### src/rtl/pdm_pkg.sv
// rtl/pdm_pkg.sv - shared types and constants for the PDM microphone front end
//
// Purpose: FSM state type, smallest legal half-period, and the channel tag
// reused by the stereo filter wrappers downstream.
package pdm_pkg;

  typedef enum logic [1:0] {
    IDLE = 2'd0,
    RUN  = 2'd1,
    STOP = 2'd2
  } pdm_state_t;

  // Smallest half-period that keeps left and right strobes apart.
  localparam int MIN_DIVIDER = 2;

  typedef enum logic {
    LEFT  = 1'b0,
    RIGHT = 1'b1
  } channel_t;

endpackage

### src/rtl/pdm_clock_divider.sv
// rtl/pdm_clock_divider.sv - half-period counter generating the microphone clock
//
// Purpose: counts div_q cycles per half period, toggles pdm_clk_o, and flags
// the cycle before each edge so captures land on the same clk_i edge as the
// toggle. div_q is reloaded only at rising edges (full-period boundary).
// Ports:
//   clk_i, rst_i  system clock, synchronous active-high reset
//   run_i         counter enabled (FSM not idle)
//   load_i        start of a session: take divider_i, restart the count
//   divider_i     requested half-period in clk_i cycles
//   pdm_clk_o     microphone clock
//   rise_evt_o    pdm_clk_o rises on the next edge
//   fall_evt_o    pdm_clk_o falls on the next edge
//   cnt_zero_o    counter is at the start of a half period
module pdm_clock_divider #(
  parameter int DIVIDER_WIDTH = 16,
  parameter int MIN_DIV       = 2
) (
  input  logic                     clk_i,
  input  logic                     rst_i,
  input  logic                     run_i,
  input  logic                     load_i,
  input  logic [DIVIDER_WIDTH-1:0] divider_i,
  output logic                     pdm_clk_o,
  output logic                     rise_evt_o,
  output logic                     fall_evt_o,
  output logic                     cnt_zero_o
);

  logic [DIVIDER_WIDTH-1:0] div_q;
  logic [DIVIDER_WIDTH-1:0] cnt;
  logic                     wrap;
  logic                     reload_ok;

  assign wrap       = run_i && (cnt == div_q - DIVIDER_WIDTH'(1));
  assign rise_evt_o = wrap && !pdm_clk_o;
  assign fall_evt_o = wrap && pdm_clk_o;
  assign cnt_zero_o = (cnt == '0);
  // A too-small divider arriving mid-run is ignored so the running clock
  // never drops below the legal half-period.
  assign reload_ok  = divider_i >= DIVIDER_WIDTH'(MIN_DIV);

  always_ff @(posedge clk_i) begin
    if (rst_i) begin
      div_q     <= '0;
      cnt       <= '0;
      pdm_clk_o <= 1'b0;
    end else if (load_i) begin
      div_q     <= divider_i;
      cnt       <= '0;
      pdm_clk_o <= 1'b0;
    end else if (!run_i) begin
      cnt       <= '0;
      pdm_clk_o <= 1'b0;
    end else if (wrap) begin
      cnt       <= '0;
      pdm_clk_o <= !pdm_clk_o;
      if (!pdm_clk_o && reload_ok) begin
        div_q <= divider_i;
      end
    end else begin
      cnt <= cnt + DIVIDER_WIDTH'(1);
    end
  end

endmodule

### src/rtl/synchronizer.sv
// rtl/synchronizer.sv - multi-stage flip-flop synchronizer for a single async bit
//
// Purpose: brings an asynchronous level into the clk_i domain.
// Ports:
//   clk_i  system clock
//   rst_i  synchronous active-high reset, clears the chain
//   d_i    asynchronous input
//   q_o    synchronized output (last stage)
module synchronizer #(
  parameter int STAGES = 2
) (
  input  logic clk_i,
  input  logic rst_i,
  input  logic d_i,
  output logic q_o
);

  logic [STAGES-1:0] chain;

  always_ff @(posedge clk_i) begin
    if (rst_i) begin
      chain <= '0;
    end else begin
      chain <= {chain[STAGES-2:0], d_i};
    end
  end

  assign q_o = chain[STAGES-1];

endmodule

### src/rtl/pdm_interface.sv
// rtl/pdm_interface.sv - PDM microphone clock generator and bit capture front end
//
// Purpose: drives the microphone clock, synchronizes the data line, and emits
// one-cycle bit strobes per channel (left at falling edges, right at rising
// edges in stereo). Stopping finishes the current period first.
// Ports:
//   clk_i, rst_i            system clock, synchronous active-high reset
//   enable_i                run/stop request
//   divider_i               half-period of pdm_clk_o in clk_i cycles
//   stereo_i                capture right channel too
//   pdm_data_i              asynchronous microphone data
//   pdm_clk_o               microphone clock
//   left_o / left_valid_o   left bit and its strobe
//   right_o / right_valid_o right bit and its strobe
//   busy_o                  FSM not idle
//   config_error_o          sticky: start requested with too small a divider
module pdm_interface
  import pdm_pkg::*;
#(
  parameter int DIVIDER_WIDTH = 16,
  parameter int SYNC_STAGES   = 2
) (
  input  logic                     clk_i,
  input  logic                     rst_i,
  input  logic                     enable_i,
  input  logic [DIVIDER_WIDTH-1:0] divider_i,
  input  logic                     stereo_i,
  input  logic                     pdm_data_i,
  output logic                     pdm_clk_o,
  output logic                     left_o,
  output logic                     left_valid_o,
  output logic                     right_o,
  output logic                     right_valid_o,
  output logic                     busy_o,
  output logic                     config_error_o
);

  localparam int MIN_START = (SYNC_STAGES > MIN_DIVIDER) ? SYNC_STAGES : MIN_DIVIDER;

  pdm_state_t state;
  logic       sync_q;
  logic       stereo_q;
  logic       rise_evt;
  logic       fall_evt;
  logic       cnt_zero;
  logic       div_ok;
  logic       start;
  logic       run;

  assign div_ok = divider_i >= DIVIDER_WIDTH'(MIN_START);
  assign start  = (state == IDLE) && enable_i && div_ok;
  assign run    = (state != IDLE);
  assign busy_o = run;

  synchronizer #(
    .STAGES(SYNC_STAGES)
  ) u_sync (
    .clk_i(clk_i),
    .rst_i(rst_i),
    .d_i  (pdm_data_i),
    .q_o  (sync_q)
  );

  pdm_clock_divider #(
    .DIVIDER_WIDTH(DIVIDER_WIDTH),
    .MIN_DIV      (MIN_START)
  ) u_div (
    .clk_i     (clk_i),
    .rst_i     (rst_i),
    .run_i     (run),
    .load_i    (start),
    .divider_i (divider_i),
    .pdm_clk_o (pdm_clk_o),
    .rise_evt_o(rise_evt),
    .fall_evt_o(fall_evt),
    .cnt_zero_o(cnt_zero)
  );

  always_ff @(posedge clk_i) begin
    if (rst_i) begin
      state          <= IDLE;
      stereo_q       <= 1'b0;
      left_o         <= 1'b0;
      left_valid_o   <= 1'b0;
      right_o        <= 1'b0;
      right_valid_o  <= 1'b0;
      config_error_o <= 1'b0;
    end else begin
      left_valid_o  <= 1'b0;
      right_valid_o <= 1'b0;

      if (fall_evt) begin
        left_o       <= sync_q;
        left_valid_o <= 1'b1;
      end

      // stereo_q used for this capture is the value from the period just ended.
      if (rise_evt) begin
        if (stereo_q) begin
          right_o       <= sync_q;
          right_valid_o <= 1'b1;
        end
        stereo_q <= stereo_i;
      end

      unique case (state)
        IDLE: begin
          if (enable_i) begin
            if (div_ok) begin
              stereo_q       <= stereo_i;
              config_error_o <= 1'b0;
              state          <= RUN;
            end else begin
              config_error_o <= 1'b1;
            end
          end
        end
        RUN: begin
          if (!enable_i) begin
            // Low at the very start of a period means nothing is in flight.
            if (fall_evt || (!pdm_clk_o && cnt_zero)) begin
              state <= IDLE;
            end else begin
              state <= STOP;
            end
          end
        end
        STOP: begin
          if (fall_evt) begin
            state <= IDLE;
          end
        end
        default: state <= IDLE;
      endcase
    end
  end

endmodule

### config.mk
export PLATFORM = sky130hd
export DESIGN_NAME = pdm_interface
export DESIGN_NICKNAME = d
export VERILOG_FILES = /design/src/rtl/pdm_pkg.sv /design/src/rtl/pdm_clock_divider.sv /design/src/rtl/synchronizer.sv /design/src/rtl/pdm_interface.sv
export SDC_FILE = /design/constraint.sdc
export NUM_CORES = 1
export LEC_CHECK = 0
export BUFFER_PORTS_ARGS = -buffer_cell sky130_fd_sc_hd__buf_4
export CELL_PAD_IN_SITES_DETAIL_PLACEMENT = 1
export CELL_PAD_IN_SITES_GLOBAL_PLACEMENT = 2
export CORE_MARGIN = 4
export CORE_UTILIZATION = 32
export DETAILED_ROUTE_END_ITERATION = 7
export PLACE_DENSITY = 0.75
export SKIP_LAST_GASP = 1
export SYNTH_ARGS = -nofsm -noshare
export SYNTH_HDL_FRONTEND = slang
export SYNTH_SLANG_ARGS = --single-unit
### constraint.sdc
create_clock -name clk_i -period 3.2 [get_ports clk_i]
set_input_delay 0.32 -clock clk_i [delete_from_list [all_inputs] [get_ports clk_i]]
set_output_delay 0.32 -clock clk_i [all_outputs]
set_load 0.02 [all_outputs]
==> results.md, run 1 <==
* WP buf/inv at 2
* Max layer used: met4
* Worst r2r src: u_div.div_q[4]$_SDFFE_PP0P_
* Clock Tree Buf Depth at 2
* Sum Neg Setup Slack at 0 ns
* N_diodes at 0
* Drt total wl at 6260 um
* CP Cell Sequence: or4_4, buf_6, or3_2, a21oi_2, o21ai_1, or4b_4, o41ai_4, buf_4, nor2_4, a22o_1
* Synthesized area per cell at 8.96 um2
* Skew-Pair Late Insertion Delay at 0.29 ns
* Vias in the first global route at 2100
* P_int at 0.00100 W
* Drt drc at 0
* CTS H-Tree Depth at 2
* Detailed-route via count at 2034
* Max_cap viols at 0
* Die extent in x at 92.7 um
* Static leakage at 1.13 nW
* Routability cong. at 0.821
* Slowest CP cell: or4b_4
* DRT antenna net count at 0
* Initial Util at 33.4%
* Comb pwr share at 20.3%
* Arrival time worst endpoint at 3.34 ns
* Power Total at 0.00134 W
* Top Family by Delay on Critical Path: simple AND/OR/NAND/NOR gates
* Final Hold Vio Count at 0
* Post-synth EDFFs at 0
* Area grow syn2layout at 29.0%
* Ys async rst share at 0%
* Yosys warning count at 0
* Setup crit end kind: register
* # IOs at 28
* Sw power at 0.000335 W
* First-pass GRT wire length at 10500 um
* Max Slew Vio Count at 0
* Crit path launch: u_div.div_q[4]$_SDFFE_PP0P_
* Clk_skew at 0.00357 ns
* HP Start: pdm_data_i
* Die Area at 8590 um2
* WL/cell at 15.7 um
* I/O Buffers at 27
* Share of the synthesized area in the top cell type at 37.5%
* CP max FO at 15
* Critical path class: register to register
* Top post-synthesis cells by area: dfxtp_1 (38%), xnor2_1 (8.4%), a22o_1 (5.3%)
* Layout cells sized above 1 at 27.5%
* Routed wl met3 at 144 um
* DRT iter0 DRCs at 40
* Cell count after synthesis at 256
* M1 wire length at 3100 um
* Worst-path clk slew at 0.08 ns
* Post-synthesis sequential area ratio at 37.5%
* Clock power share at 37.3%
* WL met2 at 2960 um
* Maximum vdd drop at 0.193 mV
* Worst hold slack at 0.229 ns
* Pre-antenna DRT Iters at 4
* Switch share at 25.1%
* Fmax at 318 MHz
* Netlist cell types at 50
* Nets at 325
* Max_slew headroom at 68.0%
* Register share of total power at 42.4%
* Status: finished, final reports clean
* RSZ-0062 raised after global routing: true
* Post-DP HPWL at 4820 um
* Hold_buf cts at 0
* Synth Register Bits at 43
* Post-Syn Area at 2290 um2
* Yosys top cell by area: dfxtp_1
* Root Buffer: clkbuf_8
* CTS Sinks at 43
* Largest net degree at the start of global routing at 19
* Minimum clock period at 3.15 ns
* Count of final setup violators at 0
* Required time of the critical path at 3.39 ns
* Grt ovf at 0
* Total core area at 6870 um2
* TritonCTS clock tree: built
* Vert. Die Dim at 92.7 um
* Commonest register cell after synthesis: dfxtp_1
* Gr usage total at 15.1%
* Hold Crit Class: primary input to register
* Num CTS Buffers at 5
* Power density cells at 452 nW/um2
* Syn Nets at 280
* Initial antenna violation count at 0
* Worst setup SP type: register
* # rows at 30
* Final Cycle Share at 98.3%
* Vias/cell at 5.11
* Worst stage delay on the critical path at 0.57 ns
* Measured slew at the worst slew-check pin at 0.478 ns
placed cells by master, fill, tap and decap left out, types with 6 or more instances in the layout:
cell | Yosys | layout
buf_4 | 1 | 48
nor4_1 | 10 | 10
dfxtp_1 | 43 | 41
nor2_1 | 26 | 26
nand2_1 | 8 | 8
and3_1 | 6 | 6
xor2_1 | 14 | 14
a22o_1 | 14 | 14
nand3_1 | 11 | 11
xnor2_1 | 22 | 22
nor3_1 | 10 | 8
inv_1 | 10 | 10
area by class of cell:
class	count	area, um2
tap	96	120
sequential	43	863
clock buffer	6	72.6
fill	826	3910
multi-input combinational	190	1400
inverter	10	37.5
timing repair buffer	51	403
clock inverter	2	60.1
sequential cells by signal, indices dropped and copies added (netlist names):
name and flops:
u_div.cnt 16, u_div.div_q 16, state 2, u_sync.chain 2
config_error_o 1, left_o 1, left_valid_o 1, right_o 1
right_valid_o 1, stereo_q 1, u_div.pdm_clk_o 1
cells in the mapped netlist, types with 4 or more instances:
master	instances
a21oi_1	5
a22o_1	14
and3_1	6
buf_2	5
clkbuf_1	5
dfxtp_1	43
inv_1	10
mux2i_1	5
nand2_1	8
nand2b_1	5
nand3_1	11
nand4_1	4
nor2_1	26
nor3_1	10
nor4_1	10
nor4b_1	5
o21ai_0	6
or4_1	5
xnor2_1	22
xor2_1	14
power by group through the flow:
stage	Combinational, W	Sequential (W)	Clock (W)
after floorplan	0.000148	0.000577	0
after global placement	0.000238	0.000578	0
after detailed placement	0.000241	0.000579	0
after CTS	0.000250	0.000567	0.000519
after global routing	0.000295	0.000570	0.000535
final	0.000271	0.000568	0.000499
worst reg2reg max path, delay by kind of cell (launching register included):
kind                   cells  cell delay [ns]
AO/OA/AOI/OAI              4             0.75
buffers and inverters      2             0.33
AND/OR/NAND/NOR            4             1.65
flip-flops                 1             0.33
stage by stage:
step	area, um2	cells	utilization [%]	worst slack, ns
after floorplan	2300	256	-	-0.00524
after global placement	2720	386	39.5	0.00985
after detailed placement	2720	386	39.5	0.00287
after CTS	2880	395	41.9	0.0149
after global routing	2960	398	43.1	-0.0120
final	2960	398	43.1	0.0528
cells by family after synthesis:
logic type / share of synthesized area (%)
AOI/OAI and AO/OA: 14.3
xor gates and xnor gates: 13.7
adders and majority gates: 1.64
buffers and inverters: 4.58
DFF: 37.5
muxes: 2.18
and+or+nand+nor: 26.0
path summary, 6_finish.rpt:
kind / to / slack [ns] / depth (start not counted)
setup / recovery: u_div.div_q[12]$_SDFFE_PP0P_ / 0.05 / 10
hold / removal: u_sync.chain[0]$_SDFF_PP0_ / 0.23 / 2
setup reg to reg: u_div.div_q[12]$_SDFFE_PP0P_ / 0.05 / 10
hold reg to reg: u_sync.chain[1]$_SDFF_PP0_ / 0.44 / 1
timing repair:
action	in CTS	in global routing
buffers inserted	0	3
endpoints found under the setup margin	16	21
pin swaps	1	3
resized for setup	7	14
gates cloned	1	0
layer usage:
| layer | global-route usage, % | vias to the layer above |
|---|---|---|
| li1 | - | 1008 |
| met4 | 4.03 | 0 |
| met1 | 20.6 | 1001 |
| met5 | 0 | - |
| met3 | 2.52 | 4 |
| met2 | 24.7 | 21 |
Power figures use the tool's default switching activity.
==> run 2: changes to the inputs <==
Settings changed: CORE_MARGIN 4 to 5.
==> run 2 against run 1 <==
Net effect: power down 9.6%; largest power group unchanged; flip-flop and latch count unchanged; fmax down 0.97%; clock skew up 0.00062 ns; largest cell class unchanged; clock-buffer cell count unchanged; routed wire length up 6.3%; non-clock buffer count up 6; sequential power about the same; first-iteration DRC count up 28%.
==> results.md, run 2 (synthesis gave the netlist of run 1 again) <==
* Nets at 331 (+1.8%)
* Num CTS Buffers at 5 (unchanged)
* FILL cells at 820 (-0.73%)
* Hold_buf cts at 0 (unchanged)
* Grt ovf at 0 (unchanged)
* Most common cell after layout, fill and taps aside: buf_4
* Die Area at 8960 um2 (+4.4%)
* Initial Util at 33.4% (unchanged)
* Critical path class: register to register
* Drt drc at 0 (unchanged)
* Measured slew at the worst slew-check pin at 0.602 ns (+0.125 ns)
* Max_slew headroom at 59.8% (-8.3 points)
* Total core area at 6870 um2 (unchanged)
* Reg2Reg Depth at 8 (-2)
* Gr usage total at 15.3% (+0.13 points)
* Status: finished, final reports clean
* CTS Sinks at 43 (unchanged)
* Vias in the first global route at 2131 (+1.5%)
* Clock Tree Buf Depth at 2 (unchanged)
* Largest registers: u_div.cnt (16), u_div.div_q (16)
* Setup slack after placement at -0.0408 ns (-0.0437 ns)
* Most frequent cells in the layout: buf_4 (54), dfxtp_1 (40), nor2_1 (26)
* Vert. Die Dim at 94.7 um (+2.2%)
* # rows at 30 (unchanged)
* Largest net degree at the start of global routing at 19 (unchanged)
* DRT antenna net count at 0 (unchanged)
* Drt total wl at 6660 um (+6.3%)
* Worst stage delay on the critical path at 0.59 ns (+0.02 ns)
* Placed Instances at 388 (+0.52%)
* Initial antenna violation count at 0 (unchanged)
* # IOs at 28 (unchanged)
* Hold path cells at 2 (unchanged)
* Arrival time worst endpoint at 3.41 ns (+0.07 ns)
* Die extent in x at 94.7 um (+2.2%)
* Routability cong. at 0.862 (+5.1%)
* Skew-Pair Late Insertion Delay at 0.29 ns (about the same)
* Minimum clock period at 3.18 ns (+0.0310 ns)
* Worst hold slack at 0.234 ns (+0.00475 ns)
* Max_cap viols at 0 (unchanged)
* TritonCTS clock tree: built
* CP Cell Sequence: or4_4, or4_4, a22oi_2, o2111ai_2, or4b_4, or4_4, a21oi_4, a22o_1
* Most frequent CP cell: or4_4
* Fin cells at 403 (+1.3%)
* Post-DP HPWL at 4980 um (+3.4%)
* Layout cells sized above 1 at 29.6% (+2.2 points)
* Clk_skew at 0.00419 ns (+0.000621 ns)
* N_diodes at 0 (unchanged)
* Required time of the critical path at 3.44 ns (+0.05 ns)
* First-pass GRT wire length at 10600 um (+0.73%)
* Pre-antenna DRT Iters at 4 (unchanged)
* I/O Buffers at 27 (unchanged)
* Count of final setup violators at 0 (unchanged)
* WL/cell at 16.5 um (+5.0%)
* Detailed-route via count at 2049 (+0.74%)
* Worst setup margin at 0.0219 ns (-0.0310 ns)
* Power density cells at 405 nW/um2 (-11%)
* Setup crit end kind: register
* Worst-path clk slew at 0.08 ns (about the same)
* Fmax at 315 MHz (-0.97%)
* Slowest CP cell: or4b_4
* Maximum vdd drop at 0.185 mV (-3.8%)
* Area grow syn2layout at 30.3%
* RSZ-0062 raised after global routing: true
* Final Cycle Share at 99.3% (+0.97 points)
* Final Hold Vio Count at 0 (unchanged)
* Static leakage at 1.15 nW (+1.1%)
* Root Buffer: clkbuf_8
* CP max FO at 4 (-11)
* CTS H-Tree Depth at 2 (unchanged)
* Max Slew Vio Count at 0 (unchanged)
* Hold Crit Class: primary input to register
* Worst setup SP type: register
* Vias/cell at 5.08 (-0.51%)
* DRT iter0 DRCs at 51 (+28%)
-- run 2: cell types whose count changed in the layout (fill, tap and decap cells not counted), sizes merged --
| cell | previous run | this run |
|---|---|---|
| buf | 51 | 57 |
| clkinv | 0 | 1 |
| bufinv | 2 | 0 |
-- run 2: area by class of cell --
class | instances | area, um2 | share of cell area, %
flip-flops and latches | 43 | 865 | 28.9
well taps | 96 | 120 | 4.02
inverters | 10 | 37.5 | 1.26
clock buffers | 6 | 82.6 | 2.76
repair buffers | 57 | 448 | 15.0
multi-input cells | 190 | 1430 | 47.9
clock inverters | 1 | 5.00 | 0.167
-- run 2: routing by layer --
layer	wire, um	up-vias	track usage [%]
li1	-	1017	-
met1	3180	1001	19.7
met2	3280	26	25.8
met3	137	5	2.71
met4	57	0	4.69
met5	0	-	0
-- run 2: repair_timing --
action | in CTS | in global routing
endpoints found under the setup margin | 18 | 36
gates cloned | 1 | 0
resized for setup | 11 | 14
pin swaps | 5 | 11
buffers inserted | 4 | 3
-- run 2: where the power goes --
group	total, W	switching (W)	internal, W
Sequential	0.000567	0.0000150	0.000552
Clock	0.000347	0.000177	0.000169
Combinational	0.000296	0.000148	0.000148
-- run 2: critical path: cells and delay by family (launching register included) --
kind               cells  cell delay [ns]
and+or+nand+nor        4             2.13
AOI/OAI and AO/OA      4             0.66
DFF                    1             0.34
-- run 2: final timing paths --
| check | startpoint | end | slack, ns |
|---|---|---|---|
| max | u_div.div_q[3]$_SDFFE_PP0P_ | u_div.div_q[11]$_SDFFE_PP0P_ | 0.02 |
| min | pdm_data_i | u_sync.chain[0]$_SDFF_PP0_ | 0.23 |
| max reg2reg | u_div.div_q[3]$_SDFFE_PP0P_ | u_div.div_q[11]$_SDFFE_PP0P_ | 0.02 |
| min reg2reg | u_sync.chain[0]$_SDFF_PP0_ | u_sync.chain[1]$_SDFF_PP0_ | 0.44 |
-- run 2: through the flow --
stage / setup TNS, ns / total power [W] / utilization, % / cell area, um2
floorplan: -0.00524 / 0.000726 / - / 2300
global placement: 0 / 0.000821 / 39.8 / 2730
detailed placement: -0.376 / 0.000825 / 39.8 / 2730
CTS: 0 / 0.00121 / 42.1 / 2890
global route: -0.172 / 0.00128 / 43.5 / 2990
finish: 0 / 0.00121 / 43.5 / 2990
==> run 3: changes to the inputs <==
Clock period 3.2 ns to 2.6 ns, I/O delays scaled along.
==> run 3 against run 2 <==
Net effect: the run now ends with setup timing left; design area grew 5.7%; cell count up 5.0%; fmax up 2.6%; global-route usage rose by 0.89 points; critical path type unchanged.
==> results.md, run 3 (synthesis gave the netlist of run 1 again) <==
* Status: finished with violations
* Failing checks: setup timing
* Fin cells at 423 (+5.0%)
* CP Cell Sequence: or4_4, or4_4, a22oi_2, o2111ai_2, or4b_4, or4_4, a21oi_4, a22o_1
* Detailed-route via count at 2096 (+2.3%)
* Initial Util at 33.4% (unchanged)
* RSZ-0062 raised after global routing: true
* Worst setup margin at -0.498 ns (-0.520 ns)
* N_diodes at 0 (unchanged)
* Minimum clock period at 3.10 ns (-0.0804 ns)
* Routability cong. at 0.778 (-9.8%)
* Largest net degree at the start of global routing at 20 (+1)
* # rows at 30 (unchanged)
* DRT antenna net count at 0 (unchanged)
* Final Cycle Share at 119% (+20 points)
* Max Slew Vio Count at 0 (unchanged)
* Area grow syn2layout at 37.7%
* Critical path class: register to register
* Vias/cell at 4.96 (-2.5%)
* FILL cells at 821 (+0.12%)
* Placed instance area at 2920 um2 (+6.8%)
* Most common cell after layout, fill and taps aside: buf_4
* Die extent in x at 94.7 um (unchanged)
* Worst-path clk slew at 0.09 ns (about the same)
* Clock Tree Buf Depth at 2 (unchanged)
* Sum Neg Setup Slack at -16.53 ns (-16.53 ns)
* Pre-antenna DRT Iters at 4 (unchanged)
* Post-DP HPWL at 5160 um (+3.7%)
* Grt ovf at 0 (unchanged)
* First-pass GRT wire length at 11100 um (+5.6%)
* CP max FO at 4 (unchanged)
* Reg2Reg Depth at 8 (unchanged)
* Slowest CP cell: or4b_4
* Power density cells at 476 nW/um2 (+18%)
* Most frequent cells in the layout: buf_4 (72), dfxtp_1 (39), nor2_1 (25)
* CTS Sinks at 43 (unchanged)
* Setup crit end kind: register
* Worst setup SP type: register
* Maximum vdd drop at 0.292 mV (+58%)
* WP buf/inv at 0 (unchanged)
* Placed Instances at 409 (+5.4%)
* Static leakage at 1.25 nW (+9.0%)
* Most frequent CP cell: or4_4
* Skew-Pair Late Insertion Delay at 0.30 ns (about the same)
* Multi-input gate area at 1450 um2 (+1.0%)
* Initial antenna violation count at 0 (unchanged)
* Gr usage total at 16.1% (+0.89 points)
* Count of final setup violators at 38 (+38)
* Hold Crit Class: primary input to register
* Required time of the critical path at 2.85 ns (-0.59 ns)
* Max_cap viols at 0 (unchanged)
* Total core area at 6870 um2 (unchanged)
* Num CTS Buffers at 5 (unchanged)
* Layout cells sized above 1 at 36.1% (+6.4 points)
* CTS H-Tree Depth at 2 (unchanged)
* Crit path depth at 8 (unchanged)
* I/O Buffers at 27 (unchanged)
* Worst stage delay on the critical path at 0.55 ns (-0.04 ns)
* Die Area at 8960 um2 (unchanged)
* Largest registers: u_div.cnt (16), u_div.div_q (16)
* TritonCTS clock tree: built
* Vias in the first global route at 2294 (+7.6%)
* Vert. Die Dim at 94.7 um (unchanged)
* Measured slew at the worst slew-check pin at 0.436 ns (-0.166 ns)
* Top Family by Delay on Critical Path: simple AND/OR/NAND/NOR gates
* Nets at 350 (+5.7%)
* WL/cell at 15.9 um (-3.7%)
* Max_slew headroom at 70.7% (+11 points)
* # IOs at 28 (unchanged)
* Final Hold Vio Count at 0 (unchanged)
* Root Buffer: clkbuf_8
* Sequential cell area at 868 um2 (+0.43%)
* Drt total wl at 6740 um (+1.1%)
* DRT iter0 DRCs at 75 (+47%)
* Fmax at 323 MHz (+2.6%)
* Hold_buf cts at 0 (unchanged)
* Hold path cells at 2 (unchanged)
* Design area at 3160 um2 (+5.7%)
* Clk_skew at 0.00840 ns (+0.00420 ns)
* Arrival time worst endpoint at 3.35 ns (-0.06 ns)
* Drt drc at 0 (unchanged)
-- run 3: final cells by class --
type	instances	area share, %
inverters	10	1.19
multi-input cells	191	45.8
flip-flops and latches	43	27.5
well taps	96	3.80
repair buffers	75	18.9
clock buffers	5	2.18
clock inverters	3	0.634
-- run 3: what timing repair did --
action / in CTS / in global routing
pin swaps: 13 / 14
buffers inserted: 3 / 1
setup endpoints to repair: 39 / 39
cloned: 1 / 1
gates resized for setup: 16 / 8
-- run 3: stage by stage --
step / setup slack, ns / util (%) / power (W) / hold WS (ns)
final: -0.498 / 46.0 / 0.00150 / 0.169
after global routing: -0.590 / 46.0 / 0.00159 / 0.164
after CTS: -0.514 / 45.1 / 0.00151 / 0.166
after detailed placement: -0.610 / 42.5 / 0.00105 / 0.430
after global placement: -0.561 / 42.5 / 0.00104 / 0.419
after floorplan: -0.484 / - / 0.000904 / 0.386
-- run 3: per-layer routing --
layer / part of all wire (%) / track usage (%)
met3: 3.0 / 3.27
met1: 47 / 20.1
met4: 1.1 / 4.45
met5: 0 / 0
met2: 49 / 28.1
-- run 3: path summary, 6_finish.rpt --
check                                 endpoint                         from  slack [ns]
hold reg to reg     u_sync.chain[1]$_SDFF_PP0_   u_sync.chain[0]$_SDFF_PP0_        0.45
setup / recovery  u_div.div_q[11]$_SDFFE_PP0P_  u_div.div_q[0]$_SDFFE_PP0P_       -0.50
setup reg to reg  u_div.div_q[11]$_SDFFE_PP0P_  u_div.div_q[0]$_SDFFE_PP0P_       -0.50
hold / removal      u_sync.chain[0]$_SDFF_PP0_                   pdm_data_i        0.17
-- run 3: report_power, final --
group | internal (W) | total [W] | switching [W]
clock network | 0.000187 | 0.000429 | 0.000242
registers | 0.000679 | 0.000694 | 0.0000147
logic | 0.000201 | 0.000381 | 0.000180
total | 0.00107 | 0.00150 | 0.000437
